--- config.mk ---
export PLATFORM = sky130hd
export DESIGN_NAME = data_mem_bridge
export DESIGN_NICKNAME = d
export VERILOG_FILES = /design/src/rtl/data_mem_bridge_pkg.sv /design/src/rtl/data_mem_bridge_write_buffer.sv /design/src/rtl/data_mem_bridge.sv
export SDC_FILE = /design/constraint.sdc
export NUM_CORES = 1
export LEC_CHECK = 0
export CAP_MARGIN = 20
export CORE_MARGIN = 4
export CORE_UTILIZATION = 46
export DETAILED_ROUTE_END_ITERATION = 10
export PLACE_DENSITY_LB_ADDON = 0.3
export SYNTH_ARGS = -nofsm -noshare
export SYNTH_HDL_FRONTEND = slang
export SYNTH_SLANG_ARGS = --single-unit
--- constraint.sdc ---
create_clock -name cpu_clk -period 7.7 [get_ports cpu_clk]
set_input_delay 1.155 -clock cpu_clk [delete_from_list [all_inputs] [get_ports cpu_clk]]
set_output_delay 1.155 -clock cpu_clk [all_outputs]
set_load 0.01 [all_outputs]
--- src/rtl/data_mem_bridge_pkg.sv ---
// Shared types and constants for the core data-memory bridge.
package data_mem_bridge_pkg;

    typedef enum logic [2:0] {
        IDLE    = 3'd0,
        WR_REQ  = 3'd1,
        RD_REQ  = 3'd2,
        RD_WAIT = 3'd3,
        RD_DONE = 3'd4
    } bridge_state_e;

    localparam logic MEM_OP_READ  = 1'b0;
    localparam logic MEM_OP_WRITE = 1'b1;

    localparam int unsigned DEFAULT_DATA_WIDTH      = 32;
    localparam int unsigned DEFAULT_DATA_ADDR_WIDTH = 32;

    function automatic int unsigned strobe_width(input int unsigned data_width);
        return data_width / 8;
    endfunction

endpackage

--- src/rtl/data_mem_bridge_write_buffer.sv ---
// One-entry posted-store buffer: loads a store, holds it until the bus drain handshake.
module data_write_buffer #(
    parameter int unsigned DATA_WIDTH = 32,
    parameter int unsigned ADDR_WIDTH = 32,
    parameter int unsigned STRB_WIDTH = 4
) (
    input  logic                  clk,
    input  logic                  rst,
    input  logic                  load,
    input  logic [ADDR_WIDTH-1:0] load_addr,
    input  logic [DATA_WIDTH-1:0] load_data,
    input  logic [STRB_WIDTH-1:0] load_strobe,
    input  logic                  drain,
    output logic                  valid,
    output logic [ADDR_WIDTH-1:0] addr,
    output logic [DATA_WIDTH-1:0] data,
    output logic [STRB_WIDTH-1:0] strobe
);

    // Contents are only written while empty, so they stay stable during a drain.
    always_ff @(posedge clk or posedge rst) begin
        if (rst) begin
            valid  <= 1'b0;
            addr   <= '0;
            data   <= '0;
            strobe <= '0;
        end else if (drain) begin
            valid <= 1'b0;
        end else if (load && !valid) begin
            valid  <= 1'b1;
            addr   <= load_addr;
            data   <= load_data;
            strobe <= load_strobe;
        end
    end

endmodule

--- src/rtl/data_mem_bridge.sv ---
// Bridges the core's single-cycle MEM-stage data port onto a valid/ready memory bus,
// posting stores through a one-entry buffer and stalling loads until data returns.
module data_mem_bridge
    import data_mem_bridge_pkg::*;
#(
    parameter int unsigned DATA_WIDTH      = DEFAULT_DATA_WIDTH,
    parameter int unsigned DATA_ADDR_WIDTH = DEFAULT_DATA_ADDR_WIDTH
) (
    input  logic                       cpu_clk,
    input  logic                       cpu_rst,
    input  logic                       cpu_data_mem_read,
    input  logic [DATA_ADDR_WIDTH-1:0] cpu_data_mem_raddr,
    input  logic                       cpu_data_mem_write,
    input  logic [DATA_ADDR_WIDTH-1:0] cpu_data_mem_waddr,
    input  logic [DATA_WIDTH-1:0]      cpu_data_mem_wdata,
    input  logic [DATA_WIDTH/8-1:0]    cpu_data_mem_write_strobe,
    output logic [DATA_WIDTH-1:0]      data_mem_rdata,
    output logic                       data_mem_hazard,
    output logic                       mem_req_valid,
    input  logic                       mem_req_ready,
    output logic                       mem_req_write,
    output logic [DATA_ADDR_WIDTH-1:0] mem_req_addr,
    output logic [DATA_WIDTH-1:0]      mem_req_wdata,
    output logic [DATA_WIDTH/8-1:0]    mem_req_strobe,
    input  logic                       mem_rsp_valid,
    input  logic [DATA_WIDTH-1:0]      mem_rsp_rdata
);

    localparam int unsigned STRB_WIDTH = strobe_width(DATA_WIDTH);
    localparam logic [DATA_ADDR_WIDTH-1:0] WORD_MASK = ~DATA_ADDR_WIDTH'(3);

    bridge_state_e                state;
    logic                         req_valid_q;
    logic                         req_write_q;
    logic [DATA_ADDR_WIDTH-1:0]   raddr_q;
    logic [DATA_WIDTH-1:0]        rdata_q;

    logic                         wbuf_valid;
    logic [DATA_ADDR_WIDTH-1:0]   wbuf_addr;
    logic [DATA_WIDTH-1:0]        wbuf_data;
    logic [STRB_WIDTH-1:0]        wbuf_strobe;

    logic                         wbuf_load;
    logic                         wbuf_drain;
    logic                         load_req;

    // A simultaneous read+write is handled purely as a store.
    assign load_req   = cpu_data_mem_read & ~cpu_data_mem_write;
    assign wbuf_load  = cpu_data_mem_write & ~wbuf_valid;
    assign wbuf_drain = (state == WR_REQ) & mem_req_ready;

    data_write_buffer #(
        .DATA_WIDTH (DATA_WIDTH),
        .ADDR_WIDTH (DATA_ADDR_WIDTH),
        .STRB_WIDTH (STRB_WIDTH)
    ) u_wbuf (
        .clk         (cpu_clk),
        .rst         (cpu_rst),
        .load        (wbuf_load),
        .load_addr   (cpu_data_mem_waddr & WORD_MASK),
        .load_data   (cpu_data_mem_wdata),
        .load_strobe (cpu_data_mem_write_strobe),
        .drain       (wbuf_drain),
        .valid       (wbuf_valid),
        .addr        (wbuf_addr),
        .data        (wbuf_data),
        .strobe      (wbuf_strobe)
    );

    // Buffer drain always wins over a new load so stores reach memory first.
    always_ff @(posedge cpu_clk or posedge cpu_rst) begin
        if (cpu_rst) begin
            state       <= IDLE;
            req_valid_q <= 1'b0;
            req_write_q <= MEM_OP_READ;
            raddr_q     <= '0;
            rdata_q     <= '0;
        end else begin
            case (state)
                IDLE: begin
                    if (wbuf_valid) begin
                        state       <= WR_REQ;
                        req_valid_q <= 1'b1;
                        req_write_q <= MEM_OP_WRITE;
                    end else if (load_req) begin
                        state       <= RD_REQ;
                        req_valid_q <= 1'b1;
                        req_write_q <= MEM_OP_READ;
                        raddr_q     <= cpu_data_mem_raddr & WORD_MASK;
                    end
                end
                WR_REQ: begin
                    if (mem_req_ready) begin
                        state       <= IDLE;
                        req_valid_q <= 1'b0;
                        req_write_q <= MEM_OP_READ;
                    end
                end
                RD_REQ: begin
                    if (mem_req_ready) begin
                        state       <= RD_WAIT;
                        req_valid_q <= 1'b0;
                    end
                end
                RD_WAIT: begin
                    if (mem_rsp_valid) begin
                        state   <= RD_DONE;
                        rdata_q <= mem_rsp_rdata;
                    end
                end
                RD_DONE: begin
                    state <= IDLE;
                end
                default: begin
                    state       <= IDLE;
                    req_valid_q <= 1'b0;
                    req_write_q <= MEM_OP_READ;
                end
            endcase
        end
    end

    assign mem_req_valid  = req_valid_q;
    assign mem_req_write  = req_write_q;
    assign mem_req_addr   = req_write_q ? wbuf_addr : raddr_q;
    assign mem_req_wdata  = wbuf_data;
    assign mem_req_strobe = req_write_q ? wbuf_strobe : '0;
    assign data_mem_rdata = rdata_q;

    // Stall: store behind an undrained store, or a load not yet in its delivery cycle.
    assign data_mem_hazard = (cpu_data_mem_write & wbuf_valid)
                           | (load_req & (state != RD_DONE));

endmodule
==> flow_summary.ini, run 1 <==
[clock_network]
clock_sinks = 134
insertion_delay_ns = 0.41
hold_buffers = 0
cts_setup_buffers = 0
cts-buffers-inserted = 17
h-tree-depth = 4
ctsResizeCount = 0
root_buffer = clkbuf_16
cts_tree = yes
path_clk_slew_ns = 0.05
ctsLongestPathBuffers = 2

[worst_hold_path]
holdPathStages = 1
hold-path-endpoint = u_wbuf.addr[21]$_DFFE_PP0P_
min_from = u_wbuf.addr[21]$_DFFE_PP0P_
hp-class = reg2reg

[yosys]
ys_types = 29
ys.flop_type = dfrtp_1
syn_inst = 350
ys_warn_count = 0
async_reset_ff_share_pct = 100
synth_top_cell_area_share_pct = 60.8
yosys.area.top_type = dfrtp_1
ys_seq_elements = 134
ys_top_cells_by_count = dfrtp_1 (134), mux2_2 (119), mux2_1 (40), buf_2 (9), buf_6 (5)
ys_seq_area_share_pct = 60.8
syn-cell-area_um2 = 5520
avgSynthCellArea_um2 = 15.8
yosysMostFrequentCell = dfrtp_1
synth_edf_count = 0
synthTopCellsByArea = dfrtp_1 (61%), mux2_2 (24%), mux2_1 (8.2%), buf_6 (1.0%), buf_2 (0.82%)

[timing]
setup-violations-final = 0
setup_tns_ns = 0
period_share_pct = 47.7
rsz0062_at_grt = no
timing.slew.headroom_pct = 41.4
fin_crit_ns = 3.67
hold_violations = 0
max_freq_mhz = 272
skew_ns = 0.00913
slew_violations = 0
tightest_slew_ns = 0.879

[setup_path]
slowest_stage = clkdlybuf4s50_1
crit_family = buffers and inverters
worstPathArrival_ns = 2.52
cp-start-kind = input pin
path_cells = clkdlybuf4s50_1, o31ai_1, o21ai_0, clkdlybuf4s50_1
reg2regPathDepth = 4
r2r-start = state[1]$_DFFE_PP0P_
crit_buf_inv = 2
path_common_cell = clkdlybuf4s50_1
crit_type = in2out
cp_max_fo = 3
endpoint_kind = output port
slowest_delay_ns = 0.59
regToRegEndpoint = u_wbuf.addr[31]$_DFFE_PP0P_
r2r_setup_slack_ns = 5.67
required_ns = 6.55

[grt]
track_usage_pct = 21.3
grt_pass1_wl_um = 22800
global_route.usage.met3_pct = 11.6
grt_use_met1_pct = 23.4
grt_pass1_vias = 4218
grt_antenna_before_repair = 0
grt_overflow = 0
met2_usage_pct = 35.0
gr-max-usage-layer = met2
grt_max_degree = 71

[power_and_ir_drop]
power_density_nw_per_um2 = 406
ir_worst_vdd_mv = 0.278
p_leak_nw = 3.59
finalPower_mw = 3.43

[finish]
nFillCells = 789
syn2layout_area_growth_pct = 53.3
final_area_um2 = 8460
final_nets = 727
antenna_cells = 0
drive_above_1_share_pct = 25.7

[floorplanning]
rows = 39
fp.dieH_um = 118
coreArea_um2 = 11600
pin_count = 241
fp.dieW_um = 118
start_util_pct = 47.7
die-area_um2 = 13800

[placed_design]
placed_area_um2 = 7950
portBuffers = 234
dpl.hpwl_um = 10200
gp_congestion = 0.735

[drt]
drtAntennaViolNets = 0
wl_per_cell_um = 19.2
drt-vias-per-instance = 5.05
wirelength_um = 14200
drt_pass1_iterations = 4
drtIter0Drc = 132
vias = 3752
drc = 0

[run]
cap_violations = 0

[status]
outcome = finished, final reports clean
[flip-flops by register name, summed over array words and instances, names as in the netlist]
register and cells:
state 3, raddr_q 30, u_wbuf.strobe 4, mem_req_valid 1
u_wbuf.data 32, data_mem_rdata 32, u_wbuf.addr 30, u_wbuf.valid 1
mem_req_write 1
[kinds of logic after synthesis]
kind of cell / count (synthesis) / share of synthesized area [%]
AND/OR/NAND/NOR: 22 / 2.54
AO/OA/AOI/OAI: 10 / 1.41
flip-flops: 134 / 60.8
multiplexers: 159 / 32.4
buffers and inverters: 24 / 2.79
other: 1 / 0.0679
[worst register-to-register path: stages, from the launching register on]
cell	delay (ns)
dfrtp_1	0.55
and4bb_4	0.27
nor3b_4	0.19
buf_4	0.48
mux2_2	0.42
[where the power goes]
| group | internal (mW) | switching, mW | total, mW |
|---|---|---|---|
| Clock | 0.430 | 0.276 | 0.705 |
| Combinational | 0.942 | 0.550 | 1.49 |
| Sequential | 1.05 | 0.184 | 1.24 |
| Total | 2.42 | 1.01 | 3.43 |
[cells in the final DEF, fill, tap and decap left out]
cell type / instances
clkbuf_1: 5
nor2_1: 4
o21ai_0: 3
inv_4: 1
nor3b_4: 1
clkinv_2: 5
nor2b_1: 2
dfrtp_1: 134
o211ai_1: 1
clkbuf_16: 17
nand4_1: 1
inv_1: 2
clkbuf_8: 3
nand3_1: 2
nor3b_1: 1
buf_4: 6
a311o_1: 1
mux2_2: 119
o31ai_1: 1
a21bo_2: 1
nand2b_1: 1
mux2_1: 40
and3_1: 1
o211a_1: 2
a211oi_1: 1
and4bb_4: 1
clkdlybuf4s50_1: 234
conb_1: 2
nor3_1: 1
nand2_1: 3
and2_1: 4
[layout make-up]
class	count	area (um^2)	area share [%]
Multi-Input combinational cell	193	2020	23.8
Inverter	3	13.8	0.163
Sequential cell	134	3350	39.6
Tap cell	143	179	2.12
Timing Repair Buffer	240	2390	28.2
Clock buffer	25	485	5.74
Clock inverter	5	25.0	0.296
[worst max-delay path by stage]
| stage | from | end | cells after the start |
|---|---|---|---|
| floorplan | cpu_rst | data_mem_rdata[0]$_DFFE_PP0P_ | 1 |
| global placement | cpu_data_mem_write | data_mem_hazard | 4 |
| detailed placement | cpu_data_mem_read | data_mem_hazard | 4 |
| CTS | cpu_data_mem_read | data_mem_hazard | 4 |
| global route | cpu_data_mem_read | data_mem_hazard | 4 |
| finish | cpu_data_mem_read | data_mem_hazard | 4 |
[through the flow]
step                std cells  hold slack (ns)  utilization, %  setup slack, ns
finish                    743            0.483            73.1             4.03
global route              743            0.491            73.1             3.95
CTS                       743            0.485            73.1             4.03
detailed placement        713            0.473            68.7             4.05
global placement          713            0.460            68.7             4.07
floorplan                 351            0.441               -             2.96
[routing by layer]
| metal | part of all wire [%] | wire, um |
|---|---|---|
| met1 | 38 | 5450 |
| met2 | 50 | 7060 |
| met3 | 11 | 1550 |
| met4 | 1.2 | 170 |
| met5 | 0 | 0 |
No activity file was read; power rests on OpenSTA's default activity.
==> run 2: changes to the inputs <==
--- a/config.mk
+++ b/config.mk
@@ -7,7 +7,7 @@
 export LEC_CHECK = 0
 export CAP_MARGIN = 20
 export CORE_MARGIN = 4
-export CORE_UTILIZATION = 46
+export CORE_UTILIZATION = 42
 export DETAILED_ROUTE_END_ITERATION = 10
 export PLACE_DENSITY_LB_ADDON = 0.3
 export SYNTH_ARGS = -nofsm -noshare
==> constraint.sdc (replaced) <==
create_clock -name cpu_clk -period 3.5 [get_ports cpu_clk]
set_input_delay 0.525 -clock cpu_clk [delete_from_list [all_inputs] [get_ports cpu_clk]]
set_output_delay 0.525 -clock cpu_clk [all_outputs]
set_load 0.01 [all_outputs]
==> flow_summary.ini, run 2 (synthesis results as in run 1) <==
[setup_path]
r2r_setup_slack_ns = 1.37
crit_cells = 3
path_cells = buf_4, mux2_2, clkdlybuf4s50_1
endpoint_kind = output port
worstPathArrival_ns = 2.13
slowest_stage = clkdlybuf4s50_1
regToRegEndpoint = u_wbuf.data[31]$_DFFE_PP0P_
cp-start-kind = register
crit_start = mem_req_write$_DFFE_PP0P_
slowest_delay_ns = 0.51
crit_type = reg2out
reg2regPathDepth = 4
cp_max_fo = 35
r2r-start = state[1]$_DFFE_PP0P_
crit_family = buffers and inverters
required_ns = 2.97
crit_buf_inv = 2

[grt]
grt_overflow = 0
gr-max-usage-layer = met2
grt_use_met1_pct = 21.5
track_usage_pct = 19.4
global_route.usage.met3_pct = 11.4
grt_antenna_before_repair = 0
grt_pass1_wl_um = 21900
met2_usage_pct = 31.1
grt_pass1_vias = 4277
grt_max_degree = 52

[drt]
wirelength_um = 14000
drtIter0Drc = 136
drt_pass1_iterations = 4
wl_per_cell_um = 18.1
drc = 0
vias = 3781
drt-vias-per-instance = 4.89
drtAntennaViolNets = 0

[run]
cap_violations = 0

[timing]
tightest_slew_ns = 0.679
skew_ns = 0.00548
fin_crit_ns = 2.65
setup_tns_ns = 0
setup-violations-final = 0
max_freq_mhz = 377
timing.slew.headroom_pct = 54.7
rsz0062_at_grt = no
period_share_pct = 75.7
setup_ws_ns = 0.850
hold_violations = 0
slew_violations = 0

[floorplanning]
fp.dieH_um = 123
pin_count = 241
rows = 41
coreArea_um2 = 12700
start_util_pct = 43.4
fp.dieW_um = 123
die-area_um2 = 15000

[finish]
final_core_util_pct = 67.4
final_cell_mix = clkdlybuf4s50_1 (234), dfrtp_1 (134), mux2_2 (119)
antenna_cells = 0
drive_above_1_share_pct = 26.3
final_nets = 729
seqCellArea_um2 = 3350
final_common_cell = clkdlybuf4s50_1
nFillCells = 945
syn2layout_area_growth_pct = 55.4
multiInputGateArea_um2 = 2020

[power_and_ir_drop]
p_leak_nw = 3.63
ir_worst_vdd_mv = 0.441
power_density_nw_per_um2 = 885
finalPower_mw = 7.59

[clock_network]
cts_setup_buffers = 0
cts_tree = yes
path_clk_slew_ns = 0.06
cts-buffers-inserted = 17
h-tree-depth = 4
insertion_delay_ns = 0.41
ctsLongestPathBuffers = 2
ctsResizeCount = 0
hold_buffers = 0
root_buffer = clkbuf_16
clock_sinks = 134

[placed_design]
dp_slack_ns = 0.901
portBuffers = 234
gp_congestion = 0.740
dpl.hpwl_um = 10100

[worst_hold_path]
hp-class = in2async

[status]
outcome = finished, final reports clean
[run 2: cell count changes in the layout (fill, tap and decap cells not counted)]
cell        delta
clkinvlp_4     +1
buf_4          -1
inv_4          -1
clkbuf_8       +3
buf_12         +3
clkbuf_1       -3
clkinv_2       -1
[run 2: cell type report]
class                           count  area share, %
Multi-Input combinational cell    193           23.5
Clock buffer                       25           6.01
Sequential cell                   134           39.1
Clock inverter                      4          0.233
Tap cell                          172           2.51
Inverter                            3          0.175
Timing Repair Buffer              242           28.5
[run 2: layer usage]
metal / part of all wire [%] / routed length [um] / up-vias
met5: 0 / 0 / -
met4: 1.5 / 214 / 0
met3: 13 / 1800 / 16
met2: 48 / 6650 / 167
met1: 38 / 5300 / 1878
li1: - / - / 1720
[run 2: metrics by stage]
step	instances	hold WS, ns	area [um^2]
after detailed placement	743	0.468	8020
final	773	0.469	8570
after global placement	743	0.461	8020
after floorplan	351	0.441	5530
after global routing	773	0.469	8570
after CTS	772	0.485	8550
[run 2: worst max path at each step]
stage / end
2_1_floorplan: data_mem_rdata[0]$_DFFE_PP0P_
3_3_place_gp: u_wbuf.addr[31]$_DFFE_PP0P_
3_5_place_dp: u_wbuf.data[28]$_DFFE_PP0P_
4_1_cts: mem_req_addr[31]
5_1_grt: mem_req_addr[31]
6_report: mem_req_addr[31]
[run 2: power by group]
group          leakage (nW)  total, mW  switching [mW]  internal [mW]
Clock                 0.271       1.60           0.599           1.00
Sequential             1.61       2.71           0.399           2.31
Combinational          1.74       3.28            1.20           2.08
